[src/rtl/imem_loader_arb_if.sv]
// Handshake and bus signals between the instruction-memory loader/arbiter and its surroundings.
// slave = arbiter side, master = core/memory/byte-source side.
interface imem_loader_arb_if #(
    parameter int ADDR_W = 11
);
    logic              i_ld_start;
    logic [ADDR_W:0]   i_ld_len;
    logic              i_ld_valid;
    logic [7:0]        i_ld_data;
    logic              o_ld_ready;
    logic [31:0]       i_fetch_pc;
    logic [ADDR_W-1:0] o_mem_addr;
    logic [31:0]       o_mem_wdata;
    logic              o_mem_we;
    logic              o_core_stall;
    logic              o_core_flush;
    logic              o_pc_reset;
    logic              o_busy;
    logic              o_done;
    logic              o_err;

    modport slave (
        input  i_ld_start, i_ld_len, i_ld_valid, i_ld_data, i_fetch_pc,
        output o_ld_ready, o_mem_addr, o_mem_wdata, o_mem_we, o_core_stall,
        output o_core_flush, o_pc_reset, o_busy, o_done, o_err
    );

    modport master (
        output i_ld_start, i_ld_len, i_ld_valid, i_ld_data, i_fetch_pc,
        input  o_ld_ready, o_mem_addr, o_mem_wdata, o_mem_we, o_core_stall,
        input  o_core_flush, o_pc_reset, o_busy, o_done, o_err
    );
endinterface

[src/rtl/imem_loader_arb.sv]
// Instruction-memory port arbiter: fetch PC pass-through, or boot-load of a little-endian byte stream.
// Ready one cycle after start; 5 cycles/word (4 bytes + write); bytes held by the source while o_ld_ready is low.
module imem_loader_arb #(
    parameter int DEPTH_WORDS = 2048,
    parameter int ADDR_W      = $clog2(DEPTH_WORDS)
) (
    input  logic              i_clk,
    input  logic              i_reset,
    imem_loader_arb_if.slave  bus
);
    typedef enum logic [1:0] {
        RUN   = 2'd0,
        LOAD  = 2'd1,
        WRITE = 2'd2,
        FLUSH = 2'd3
    } state_t;

    localparam logic [ADDR_W:0] DEPTH_L = (ADDR_W+1)'(DEPTH_WORDS);

    state_t            state_q, state_d;
    logic [1:0]        byte_cnt;
    logic [31:0]       asm_word;
    logic [ADDR_W-1:0] word_addr;
    logic [ADDR_W:0]   words_left;
    logic              err_q;

    logic start_ok, start_bad, xfer;

    assign start_ok  = (state_q == RUN) && bus.i_ld_start &&
                       (bus.i_ld_len != '0) && (bus.i_ld_len <= DEPTH_L);
    assign start_bad = (state_q == RUN) && bus.i_ld_start && (bus.i_ld_len > DEPTH_L);
    assign xfer      = (state_q == LOAD) && bus.i_ld_valid;

    always_ff @(posedge i_clk or negedge i_reset) begin
        if (!i_reset) begin
            state_q <= RUN;
        end else begin
            state_q <= state_d;
        end
    end

    always_comb begin
        state_d          = state_q;
        bus.o_mem_addr   = bus.i_fetch_pc[ADDR_W+1:2];
        bus.o_mem_wdata  = asm_word;
        bus.o_mem_we     = 1'b0;
        bus.o_ld_ready   = 1'b0;
        bus.o_core_stall = 1'b0;
        bus.o_core_flush = 1'b0;
        bus.o_pc_reset   = 1'b0;
        bus.o_busy       = 1'b0;
        bus.o_done       = 1'b0;
        bus.o_err        = err_q;
        case (state_q)
            RUN: begin
                if (start_ok) state_d = LOAD;
            end
            LOAD: begin
                bus.o_mem_addr   = word_addr;
                bus.o_ld_ready   = 1'b1;
                bus.o_core_stall = 1'b1;
                bus.o_busy       = 1'b1;
                if (xfer && byte_cnt == 2'd3) state_d = WRITE;
            end
            WRITE: begin
                bus.o_mem_addr   = word_addr;
                bus.o_mem_we     = 1'b1;
                bus.o_core_stall = 1'b1;
                bus.o_busy       = 1'b1;
                state_d          = (words_left == (ADDR_W+1)'(1)) ? FLUSH : LOAD;
            end
            FLUSH: begin
                bus.o_core_flush = 1'b1;
                bus.o_pc_reset   = 1'b1;
                bus.o_busy       = 1'b1;
                bus.o_done       = 1'b1;
                state_d          = RUN;
            end
            default: state_d = RUN;
        endcase
    end

    // word_addr never wraps into a live write: the length check caps a load at DEPTH_WORDS.
    always_ff @(posedge i_clk or negedge i_reset) begin
        if (!i_reset) begin
            byte_cnt   <= '0;
            asm_word   <= '0;
            word_addr  <= '0;
            words_left <= '0;
            err_q      <= 1'b0;
        end else begin
            if (start_ok) begin
                byte_cnt   <= '0;
                word_addr  <= '0;
                words_left <= bus.i_ld_len;
                err_q      <= 1'b0;
            end else if (start_bad) begin
                err_q <= 1'b1;
            end
            if (xfer) begin
                asm_word[8*byte_cnt +: 8] <= bus.i_ld_data;
                byte_cnt                  <= byte_cnt + 2'd1;
            end
            if (state_q == WRITE) begin
                word_addr  <= word_addr + ADDR_W'(1);
                words_left <= words_left - (ADDR_W+1)'(1);
            end
        end
    end
endmodule

[src/flat_wrapper.sv]
// flat-port wrapper written by rule: the top's interface ports become plain ports
module imem_loader_arb_flat 
#(
    parameter int DEPTH_WORDS = 2048,
    parameter int ADDR_W      = $clog2(DEPTH_WORDS)
)
  (i_clk, i_reset, bus_i_ld_start, bus_i_ld_len, bus_i_ld_valid, bus_i_ld_data, bus_i_fetch_pc, bus_o_ld_ready, bus_o_mem_addr, bus_o_mem_wdata, bus_o_mem_we, bus_o_core_stall, bus_o_core_flush, bus_o_pc_reset, bus_o_busy, bus_o_done, bus_o_err);
  imem_loader_arb_if #(.ADDR_W(ADDR_W)) bus_i ();
  input  logic i_clk;
  input  logic i_reset;
  input wire logic [$bits(bus_i.i_ld_start)-1:0] bus_i_ld_start;
  input wire logic [$bits(bus_i.i_ld_len)-1:0] bus_i_ld_len;
  input wire logic [$bits(bus_i.i_ld_valid)-1:0] bus_i_ld_valid;
  input wire logic [$bits(bus_i.i_ld_data)-1:0] bus_i_ld_data;
  input wire logic [$bits(bus_i.i_fetch_pc)-1:0] bus_i_fetch_pc;
  output wire logic [$bits(bus_i.o_ld_ready)-1:0] bus_o_ld_ready;
  output wire logic [$bits(bus_i.o_mem_addr)-1:0] bus_o_mem_addr;
  output wire logic [$bits(bus_i.o_mem_wdata)-1:0] bus_o_mem_wdata;
  output wire logic [$bits(bus_i.o_mem_we)-1:0] bus_o_mem_we;
  output wire logic [$bits(bus_i.o_core_stall)-1:0] bus_o_core_stall;
  output wire logic [$bits(bus_i.o_core_flush)-1:0] bus_o_core_flush;
  output wire logic [$bits(bus_i.o_pc_reset)-1:0] bus_o_pc_reset;
  output wire logic [$bits(bus_i.o_busy)-1:0] bus_o_busy;
  output wire logic [$bits(bus_i.o_done)-1:0] bus_o_done;
  output wire logic [$bits(bus_i.o_err)-1:0] bus_o_err;
  assign bus_i.i_ld_start = bus_i_ld_start;
  assign bus_i.i_ld_len = bus_i_ld_len;
  assign bus_i.i_ld_valid = bus_i_ld_valid;
  assign bus_i.i_ld_data = bus_i_ld_data;
  assign bus_i.i_fetch_pc = bus_i_fetch_pc;
  assign bus_o_ld_ready = bus_i.o_ld_ready;
  assign bus_o_mem_addr = bus_i.o_mem_addr;
  assign bus_o_mem_wdata = bus_i.o_mem_wdata;
  assign bus_o_mem_we = bus_i.o_mem_we;
  assign bus_o_core_stall = bus_i.o_core_stall;
  assign bus_o_core_flush = bus_i.o_core_flush;
  assign bus_o_pc_reset = bus_i.o_pc_reset;
  assign bus_o_busy = bus_i.o_busy;
  assign bus_o_done = bus_i.o_done;
  assign bus_o_err = bus_i.o_err;
  imem_loader_arb #(.DEPTH_WORDS(DEPTH_WORDS), .ADDR_W(ADDR_W)) u_core (.i_clk(i_clk), .i_reset(i_reset), .bus(bus_i));
endmodule
[config.mk]
export PLATFORM = sky130hd
export DESIGN_NAME = imem_loader_arb_flat
export DESIGN_NICKNAME = d
export VERILOG_FILES = /design/src/rtl/imem_loader_arb_if.sv /design/src/rtl/imem_loader_arb.sv /design/src/flat_wrapper.sv
export SDC_FILE = /design/constraint.sdc
export NUM_CORES = 1
export LEC_CHECK = 0
export BUFFER_PORTS_ARGS = -buffer_cell sky130_fd_sc_hd__buf_2
export CORE_MARGIN = 4
export CORE_UTILIZATION = 50
export DETAILED_ROUTE_END_ITERATION = 8
export PLACE_DENSITY_LB_ADDON = 0.1
export REMOVE_ABC_BUFFERS = 1
export SYNTH_ARGS = -nofsm -noshare
export SYNTH_HDL_FRONTEND = slang
export SYNTH_SLANG_ARGS = --single-unit
[constraint.sdc]
create_clock -name i_clk -period 3 [get_ports i_clk]
set_clock_uncertainty 0.1 [all_clocks]
set_input_delay 0 -clock i_clk [delete_from_list [all_inputs] [get_ports i_clk]]
set_output_delay 0 -clock i_clk [all_outputs]
set_load 0.03 [all_outputs]
==> results.md <==
- The pre-antenna-repair detailed-routing pass consisted of 4 iterations.
- The worst setup path is launched from a flip-flop.
- The net count reported at finish is 462.
- The combined global-route utilization of all metal layers is 19.6%.
- The synthesized design contains 0 enable-type register cells.
- Compared with the post-synthesis result, the final layout area differs by 34.5%.
- The final critical delay including setup and external delays is 2200 ps.
- The synthesized instance count is 272.
- STA puts the critical path data required time at 3160 ps.
- The final global-route overflow total is 0.
- The number of antenna violations at the first check in global routing was 0.
- Combinational cells account for 46.8% of the total power.
- In the routed design, unresolved DRC markers number 0.
- The endpoint identified for the worst register-to-register timing path is u_core.state_q[1].
- The clock input transition at the sequential cells of the worst setup and hold paths is 70 ps.
- The initial detailed-routing violation count is between 70 and 80.
- The footprint of the flip-flops and latches is 1500 um^2.
- Dividing total power by cell area gives a power density of approximately 1000 nW/um^2.
- The filler cells instantiated in the layout total 455.
- For this design the static power due to leakage is 1.96 nW.
- The signal on the critical path passes through or4_4 > or4_4 > or4_1 > o211ai_1.
- The post-route netlist has 33.4% of its cells at a drive strength greater than 1.
- Setup repair after global routing left no endpoint under its margin.
- Net switching is 43.7% of the power.
- The starting density of the core is about 53%.
- The category of the critical setup timing path is reg -> reg.
- Timing would allow up to 455 MHz.
- The synthesis-stage register bit count is 60.
- The internal portion of the total power is 0.00231 W.
- The tool flagged a number of max-cap violations equal to 0.
- At the pin with the least slew margin, the transition time is 1030 ps.
- The final critical path takes up 73.2% of the cycle.
- The y dimension of the die is 84.9 um.
- The global placer's final weighted congestion is about 0.83.
- For this run, asynchronously set or reset flops after synthesis account for 100%.
- Counting stages on the worst path, the most repeated cell is sky130_fd_sc_hd__or4_4.
- Along the worst path, the maximum fanout reaches 4.
- The nature of the critical path endpoint is a flip-flop.
- The instance count along the most critical hold path is 3.
- The placed wire-length estimate is roughly 5000 um.
- For this design the total switching power over the nets is roughly 0.0018 W.
- The count of distinct cell types in the synthesized netlist is 37.
- The multi-input logic area is 1380 um^2.
- Cells fill 71.0% of the core in the end.
- Counting cells, the worst reg-to-reg path comes to 4.
- The most common cell in the synthesized netlist is sky130_fd_sc_hd__dfrtp_1.
- Together, buffers and inverters on the worst path number 0.
- The worst hold path terminates at bus_o_mem_addr[8].
- At the worst endpoint, the arrival time is 2350 ps.
- The clock net in this run drives a total of 60 sinks.
- Summed over all instances, the cell type with the most area after synthesis is sky130_fd_sc_hd__dfrtp_1.
- The launch instance of the worst register-to-register path is u_core.words_left[6].
- The run finished with clean final reports.
- Setup violations remaining at the end of the flow were counted as 0.
- Entering global routing, the biggest net connects 47 pins.
- The stage delay of the slowest cell on the critical path is 560 ps.
- The max-slew violation total from the final report came to 0.
- Of the synthesized area, sequential elements account for roughly 50%.
- The die covers 7220 um^2.
- After floorplanning, the core was sized to cover about 5600 um^2.
- The slowest cell on the critical path is sky130_fd_sc_hd__or4_4.
- The placement row count is 27.
- The wire length after detailed routing is 7070 um.
- Across the VDD grid, the largest voltage drop is ~0.71 mV.
- The tree is rooted in a sky130_fd_sc_hd__clkbuf_8.
- On the critical path the largest part of the delay comes from simple AND/OR/NAND/NOR gates.
- Ranked by total cell area, the synthesized netlist is headed by sky130_fd_sc_hd__dfrtp_1, sky130_fd_sc_hd__a22o_1, sky130_fd_sc_hd__ha_1.
- The slack of the worst reg-to-reg path is 800 ps.
- The origin of the worst min-delay path is bus_i_fetch_pc[10].
- The number of hold violations in the final report came to 0.
- The startpoint of the worst setup timing path is u_core.words_left[6].
- By count the netlist is led by sky130_fd_sc_hd__dfrtp_1, sky130_fd_sc_hd__a22o_1, sky130_fd_sc_hd__nand2_1, sky130_fd_sc_hd__nand3_1, sky130_fd_sc_hd__o21ai_0.
- The number of buffers created by CTS is 9.
- Pin placement for this block handled ~110 I/O pins.
- The clock latency at the later pin of the worst-skew pair is approximately 340 ps.
- The final total power is 0.00409 W.
- The path class of the lowest-slack min-delay path is in -> out.
- The flip-flop cell with the highest count after synthesis is sky130_fd_sc_hd__dfrtp_1.
- The via count of the first global-routing pass is 2480.
- The number of vias in the routed layout is 2622.
- TritonCTS built the clock tree.
- The antenna cell count is 0.
- In this run the cell area of the synthesized design comes to 2960 um^2.
- The part of the total power dissipated in sequential elements is 33.0%.
- Using the TritonRoute via totals, the vias-per-cell ratio works out to 5.58.
- The area share of the largest cell type after synthesis is 50.7%.
- The critical path runs through a total of 4 cells.
- The count of antenna-violating nets left after detailed routing is 0.
- Yosys printed 0 warnings.
- The number of buffers on the longest clock path is 2.
- The chip width is 84.9 um.
- The worst relative slew slack is 31.6%.
- The H-tree was split into 3 levels.
- The global-route wire length before repair is 11400 um.
- Dividing the synthesized area by the synthesized cell count gives 10.9 um^2.
- The post-detailed-route wirelength per cell is 15.0 um.
- After routing, the total negative slack on setup checks comes to 0 ps.
- The number of port buffers is 85.
- The relative contribution of the clock network to total power is 20.2%.
[layout by cell type, fill, tap and decap left out, types with 8 or more instances in the layout]
cell type / netlist / routed
sky130_fd_sc_hd__ha_1: 13 / 13
sky130_fd_sc_hd__nand2_1: 31 / 31
sky130_fd_sc_hd__a21oi_1: 8 / 8
sky130_fd_sc_hd__a22o_1: 32 / 32
sky130_fd_sc_hd__mux2_2: 11 / 11
sky130_fd_sc_hd__o21ai_0: 17 / 17
sky130_fd_sc_hd__buf_4: 2 / 12
sky130_fd_sc_hd__dfrtp_1: 60 / 60
sky130_fd_sc_hd__nand3_1: 18 / 18
sky130_fd_sc_hd__clkbuf_8: 0 / 10
sky130_fd_sc_hd__buf_2: 0 / 85
sky130_fd_sc_hd__dlygate4sd3_1: 0 / 24
sky130_fd_sc_hd__nor2_1: 10 / 10
sky130_fd_sc_hd__inv_1: 9 / 9
[worst max-delay path by stage]
| stage | endpoint | slack, ps |
|---|---|---|
| 3_5_place_dp | u_core.state_q[1] | 810 |
| 4_1_cts | u_core.words_left[9] | 790 |
| 6_report | u_core.state_q[1] | 800 |
| 3_3_place_gp | u_core.bus.o_mem_wdata[8] | 840 |
| 5_1_grt | u_core.words_left[9] | 650 |
| 2_1_floorplan | u_core.words_left[9] | 640 |
[kinds of logic after synthesis]
logic type      count (synthesis)  share of synthesized area (%)
compound gates                 73                           18.0
xor+xnor                        7                           2.07
fa+ha+maj                      13                           5.49
buf+inv                        20                           2.79
flops                          60                           50.7
mux                            13                           4.86
simple gates                   86                           16.1
[worst min-delay path: stages]
cell and delay, ps:
sky130_fd_sc_hd__buf_2 70, sky130_fd_sc_hd__mux2_2 120, sky130_fd_sc_hd__buf_2 180
[layout make-up]
class | count | area share [%]
repair buffers | 121 | 19.0
inverters | 9 | 0.849
clock buffers | 10 | 3.46
well taps | 72 | 2.26
flip-flops and latches | 60 | 37.7
clock inverters | 6 | 2.17
multi-input cells | 192 | 34.6
[per-stage QoR]
step                      hold WS [ps]  setup slack, ps  instance area, um^2  cells
after floorplan                   -396              639                 2910    261
after global placement             135              840                 3520    430
after detailed placement           138              806                 3520    430
after CTS                          280              790                 3980    470
after global routing               296              648                 3980    470
final                              276              803                 3980    470
[registers in the layout (all words and copies together), names as in the netlist]
register	count
u_core.bus.o_err	1
u_core.bus.o_mem_wdata	32
u_core.byte_cnt	2
u_core.state_q	2
u_core.word_addr	11
u_core.words_left	12
[routing by layer]
metal / wire, um / vias up / part of all wire, % / GRT usage, %
li1: - / 1261 / - / -
met1: 3100 / 1260 / 44 / 24.1
met2: 3420 / 90 / 48 / 33.1
met3: 471 / 11 / 6.7 / 5.44
met4: 86 / 0 / 1.2 / 6.62
met5: 0 / - / 0 / 0
[power groups by stage]
stage	logic, W	registers [W]	clock network (W)
2_1_floorplan	0.00111	0.00160	0
4_1_cts	0.00194	0.00135	0.000839
3_3_place_gp	0.00188	0.00135	0
5_1_grt	0.00207	0.00139	0.000878
3_5_place_dp	0.00190	0.00136	0
6_report	0.00192	0.00135	0.000825
[timing repair]
item,4_1_cts,5_1_grt
hold endpoints to repair,93,0
hold buffers,24,0
buffers inserted,0,0
resized for setup,0,0
Note: power is estimated with default switching activity, not from simulation.
